--- src/rtl/cdc_mcp_tx_fifo.sv ---
// First-word-fall-through FIFO that buffers a producer burst ahead of the MCP CDC sender.
// Optional statistics outputs are enabled by defining CDC_MCP_TX_FIFO_STATS_EN.
module cdc_mcp_tx_fifo #(
  parameter int DATA_WIDTH   = 32,
  parameter int DEPTH        = 8,
  parameter int AFULL_THRESH = DEPTH - 2
) (
  input  logic                     i_aclk,
  input  logic                     i_arst_n,
  input  logic                     i_flush,
  input  logic                     i_wvalid,
  output logic                     o_wready,
  input  logic [DATA_WIDTH-1:0]    i_wdata,
  output logic                     o_asend,
  output logic [DATA_WIDTH-1:0]    o_adata,
  input  logic                     i_aready,
  output logic [$clog2(DEPTH):0]   o_level,
  output logic                     o_full,
  output logic                     o_empty,
  output logic                     o_afull
`ifdef CDC_MCP_TX_FIFO_STATS_EN
  ,
  input  logic                     i_stats_clr,
  output logic [31:0]              o_sent_count,
  output logic                     o_push_blocked
`endif
);

  localparam int AW = $clog2(DEPTH);
  localparam int PW = AW + 1;
  localparam logic [PW-1:0] LVL_FULL  = PW'(DEPTH);
  localparam logic [PW-1:0] LVL_AFULL = PW'(AFULL_THRESH);
  localparam logic [PW-1:0] ONE       = PW'(1);

  logic [DATA_WIDTH-1:0] r_mem [DEPTH];
  logic [PW-1:0]         r_wr_ptr;
  logic [PW-1:0]         r_rd_ptr;
  logic [PW-1:0]         r_level;
  logic                  w_push;
  logic                  w_pop;

  // Flags come from the registered level, so o_asend never sees i_aready combinationally.
  assign o_level  = r_level;
  assign o_full   = (r_level == LVL_FULL);
  assign o_empty  = (r_level == '0);
  assign o_afull  = (r_level >= LVL_AFULL);
  assign o_wready = !o_full;
  assign o_asend  = !o_empty;
  assign o_adata  = r_mem[r_rd_ptr[AW-1:0]];

  assign w_push = i_wvalid && o_wready;
  assign w_pop  = o_asend && i_aready;

  always_ff @(posedge i_aclk) begin
    if (w_push) begin
      r_mem[r_wr_ptr[AW-1:0]] <= i_wdata;
    end
  end

  always_ff @(posedge i_aclk or negedge i_arst_n) begin
    if (!i_arst_n) begin
      r_wr_ptr <= '0;
      r_rd_ptr <= '0;
      r_level  <= '0;
    end else if (i_flush) begin
      r_wr_ptr <= '0;
      r_rd_ptr <= '0;
      r_level  <= '0;
    end else begin
      if (w_push) r_wr_ptr <= r_wr_ptr + ONE;
      if (w_pop)  r_rd_ptr <= r_rd_ptr + ONE;
      case ({w_push, w_pop})
        2'b10:   r_level <= r_level + ONE;
        2'b01:   r_level <= r_level - ONE;
        default: r_level <= r_level;
      endcase
    end
  end

`ifdef CDC_MCP_TX_FIFO_STATS_EN
  // Statistics survive a flush; only reset or an explicit clear zeroes them.
  logic [31:0] r_sent_count;
  logic        r_push_blocked;

  assign o_sent_count   = r_sent_count;
  assign o_push_blocked = r_push_blocked;

  always_ff @(posedge i_aclk or negedge i_arst_n) begin
    if (!i_arst_n) begin
      r_sent_count   <= '0;
      r_push_blocked <= 1'b0;
    end else if (i_stats_clr) begin
      r_sent_count   <= '0;
      r_push_blocked <= 1'b0;
    end else begin
      if (w_pop) r_sent_count <= r_sent_count + 32'd1;
      if (i_wvalid && !o_wready) r_push_blocked <= 1'b1;
    end
  end
`endif

endmodule

--- config.mk ---
export PLATFORM = sky130hd
export DESIGN_NAME = cdc_mcp_tx_fifo
export DESIGN_NICKNAME = d
export VERILOG_FILES = /design/src/rtl/cdc_mcp_tx_fifo.sv
export SDC_FILE = /design/constraint.sdc
export NUM_CORES = 1
export LEC_CHECK = 0
export ABC_AREA = 1
export CORE_UTILIZATION = 60
export CTS_BUF_LIST = sky130_fd_sc_hd__clkbuf_8
export CTS_CLUSTER_DIAMETER = 40
export DETAILED_ROUTE_END_ITERATION = 12
export GPL_TIMING_DRIVEN = 0
export PLACE_DENSITY_LB_ADDON = 0.12
export SLEW_MARGIN = 25
export SYNTH_ARGS = -nofsm -noshare
export SYNTH_HDL_FRONTEND = slang
export SYNTH_SLANG_ARGS = --single-unit
--- constraint.sdc ---
create_clock -name i_aclk -period 2.92 [get_ports i_aclk]
set_input_delay 0.292 -clock i_aclk [delete_from_list [all_inputs] [get_ports i_aclk]]
set_output_delay 0.292 -clock i_aclk [all_outputs]
set_load 0.02 [all_outputs]
==> key figures <==
Outcome
  – Status: finished clean

CTS
  – TritonCTS Buffers: 41
  – CTS sink cnt: 266
  – H-tree depth: 2
  – CTS tree: yes
  – Postcts setup bufs: 0
  – Hold Buf Count CTS: 0
  – CTS root buf: clkbuf_8
  – Clk buf depth: 3
  – Worst skew pair latency: 530 ps
  – Worst-path clk slew: roughly 60 ps

Power and ir drop
  – Power density over the cells: 808.3 nW/um^2
  – Logic pwr share: 0.301
  – Sw power: about 3.4 mW
  – Overall power: roughly 10 mW
  – Leakage: 4.687 nW
  – Internal power component: around 7.0 mW
  – Sw frac: 0.3268
  – Reg power frac: 0.436
  – Clock power share: 0.263
  – Peak supply drop: ~0.00055 V

Worst setup path
  – Worst setup SP type: flip-flop
  – CP max stage delay: 610 ps
  – CP Cell Sequence: inv_2 > buf_4 > buf_4 > nor2_1 > o21ai_0 > nand2_1 > nand2_1 > clkdlybuf4s50_1
  – Top cell family by delay on the critical path: buffers and inverters
  – Critical path peak fanout: 10
  – Worst EP required: around 2600 ps
  – R2R Setup Slk: 620 ps
  – Crit. End Element: output port
  – Crit path launch: r_rd_ptr[0]
  – Crit path DAT: about 2500 ps
  – Crit Reg-Reg Startpoint: o_level[0]
  – WP buf/inv: 4
  – CP max-delay cell: clkdlybuf4s50_1
  – Kind of critical path: flip-flop to output port

Place
  – Placed Area: 12020 sq um
  – Placed cell count: ~1.2k
  – GPL Wtd Cong: 0.7580
  – Port-buffer cells: 77
  – HPWL after detailed placement: 15380 microns
  – DP Worst Slack: around 320 ps

Detailed routing
  – Via-per-instance ratio: roughly 5.7
  – DRT iter0 DRCs: 639
  – Remaining DRCs: 0
  – Antenna Violating Nets Remaining: 0
  – Final Routed Wirelength: 24010 microns
  – Routed len/inst: approximately 19 microns
  – Routed vias: roughly 7k
  – DR pass1 iterations: 5

Finish
  – Fraction of layout cells with a size suffix above 1: 0.1208
  – Fillers: ~1.1k
  – Design Area, Final: 12820 sq um
  – Layout overhead on the synthesized area: 19.95%
  – Final net count: 1053
  – Post-Layout Cell Count: between 1k and 1.5k
  – Diodes inserted: 0

Logic synthesis
  – Async set-or-reset flop fraction in the synthesized netlist: 0.03759
  – Number of enable flip-flop cells after synthesis: between 200 and 300
  – Synth Instances: a little under 900
  – Unique masters post-synth: 28
  – Sequential area share after synthesis: 0.7424
  – Seq cells post-synth: roughly 270
  – Synthesized area: between 10000 and 15000 sq um
  – Post-Syn Area per Cell: 12.12 sq um
  – Post-Syn Nets: 924
  – Synth Flop Type: edfxtp_1
  – Synth Warn #: 0

STA
  – Max frequency: around 350 MHz
  – Final hold vios: 0
  – Setup ws final: between 90 and 100 ps
  – Final setup skew: roughly 22 ps
  – Period utilisation layout: 0.9688
  – Final hold slack: 91.04 ps
  – Unrepaired setup endpoints after global routing: yes
  – Post-layout min period: between 2000 and 3000 ps
  – Worst Max-Slew Pin Slew: 630.5 ps
  – Final Slew Violations: 0
  – Final Setup Violations: 0
  – Rel. slew slack: 0.5787

Floorplanning
  – Starting Density: 0.6160
  – Area of the die: around 18000 sq um
  – Core ar.: between 15000 and 20000 sq um
  – Num ports: 78
  – Chip Height: approximately 140 microns
  – Die width: around 140 microns
  – Cell Rows: 48

Global routing
  – Number of global-route vias before repair: between 7k and 8k
  – Total gr overflow: 0
  – Initial antenna violation count: 0
  – Largest net degree at the start of global routing: 23
  – First-pass GRT wire length: approximately 37000 microns
  – Tot GR Track Use: 0.2711

Min path
  – Hold Crit Class: input port to asynchronous set/reset pin

Job
  – Maxcap violations: 0
## flip-flops by register name (all words and copies together) (netlist names)
register	cells
r_rd_ptr	3
o_level	4
r_wr_ptr	3
r_mem	256
## cell families (layout without fill, tap and decap cells)
| kind of cell | count (synthesis) | after routing | synth area share |
|---|---|---|---|
| xor gates and xnor gates | 1 | 1 | 0.0008193 |
| and+or+nand+nor | 348 | 348 | 0.1264 |
| DFF | 266 | 266 | 0.7424 |
| AOI/OAI and AO/OA | 198 | 198 | 0.09292 |
| buffers and inverters | 64 | 225 | 0.03089 |
| adders and majority gates | 5 | 5 | 0.006554 |
## metal layers
metal  routed length (microns)  vias up  track usage  share of wire
met5                         0        -            0              0
met4                       548        0       0.1130          0.023
met3                      1573       59      0.04340          0.066
met2                     11900      311       0.4530           0.50
met1                      9982     3439       0.3559           0.42
li1                          -     3372            -              -
## final timing paths
check,to,cells past startpoint
max,o_adata[26],8
min,o_level[3],1
max reg2reg,r_mem[6][15],7
min reg2reg,r_wr_ptr[0],2
max in group asynchronous,r_rd_ptr[1],1
min in group i_aclk,r_rd_ptr[0],3
## timing repair
action | in CTS | in global routing
gates resized for setup | 18 | 36
endpoints found under the setup margin | 32 | 32
endpoints found under the hold margin | 0 | 0
## layout by cell type (no fill, tap or decap), types with 3 or more instances in the layout
cell type / synthesis / routed
buf_12: 1 / 4
a21oi_1: 4 / 4
clkinv_1: 1 / 14
nand4_1: 5 / 5
clkbuf_2: 6 / 13
o21ai_1: 61 / 61
dfrtp_1: 10 / 8
dlymetal6s2s_1: 0 / 11
nand3_1: 6 / 6
clkbuf_8: 0 / 43
nor2_1: 211 / 203
edfxtp_1: 256 / 256
clkinv_2: 0 / 7
clkdlybuf4s50_1: 0 / 66
buf_2: 14 / 11
nand2_2: 4 / 4
inv_2: 3 / 3
nand2_1: 119 / 119
o21ai_0: 132 / 132
buf_16: 0 / 5
ha_1: 4 / 4
inv_1: 11 / 22
clkbuf_4: 0 / 9
nor2_4: 0 / 8
buf_4: 6 / 10
## cells in the mapped netlist, drive strengths merged, types with 4 or more instances
library cell / number / area share
edfxtp: 256 / 0.72
nor2: 211 / 0.074
o21ai: 193 / 0.090
nand2: 124 / 0.045
buf: 26 / 0.017
clkbuf: 23 / 0.0088
inv: 14 / 0.0049
dfrtp: 10 / 0.023
nand3: 7 / 0.0037
nand4: 5 / 0.0029
a21oi: 4 / 0.0019
ha: 4 / 0.0047
## per-stage QoR
stage	util	setup TNS [ps]
2_1_floorplan	-	-19040
3_3_place_gp	0.6766	-253470
3_5_place_dp	0.6923	0
4_1_cts	0.7357	-20.49
5_1_grt	0.7389	-56.57
6_report	0.7389	0
## power by group through the flow
| stage | Sequential [mW] | Clock, mW | Combinational, mW |
|---|---|---|---|
| after floorplan | 4.60 | 0 | 1.79 |
| after global placement | 4.60 | 0 | 2.96 |
| after detailed placement | 4.59 | 0 | 3.09 |
| after CTS | 4.52 | 2.75 | 3.13 |
| after global routing | 4.54 | 2.92 | 3.41 |
| final | 4.52 | 2.73 | 3.12 |
## worst register-to-register path: stages, from the launching register on
cell	delay (ps)
dfrtp_1	470
nor2_1	100
nand2_1	120
nand2_2	110
inv_2	130
nand2_1	250
nor2_4	570
buf_16	240
## final cells by class
cell class	instances	area, sq um	share of cell area
Multi-Input combinational cell	552	2484	0.1937
Inverter	15	56.30	0.004390
Tap cell	225	281.5	0.02195
Buffer	49	327.8	0.02556
Clock buffer	43	591.8	0.04615
Timing Repair Buffer	86	1011	0.07883
Clock inverter	32	132.6	0.01034
Sequential cell	266	7940	0.6191
No activity file was read; power rests on OpenSTA's default activity.
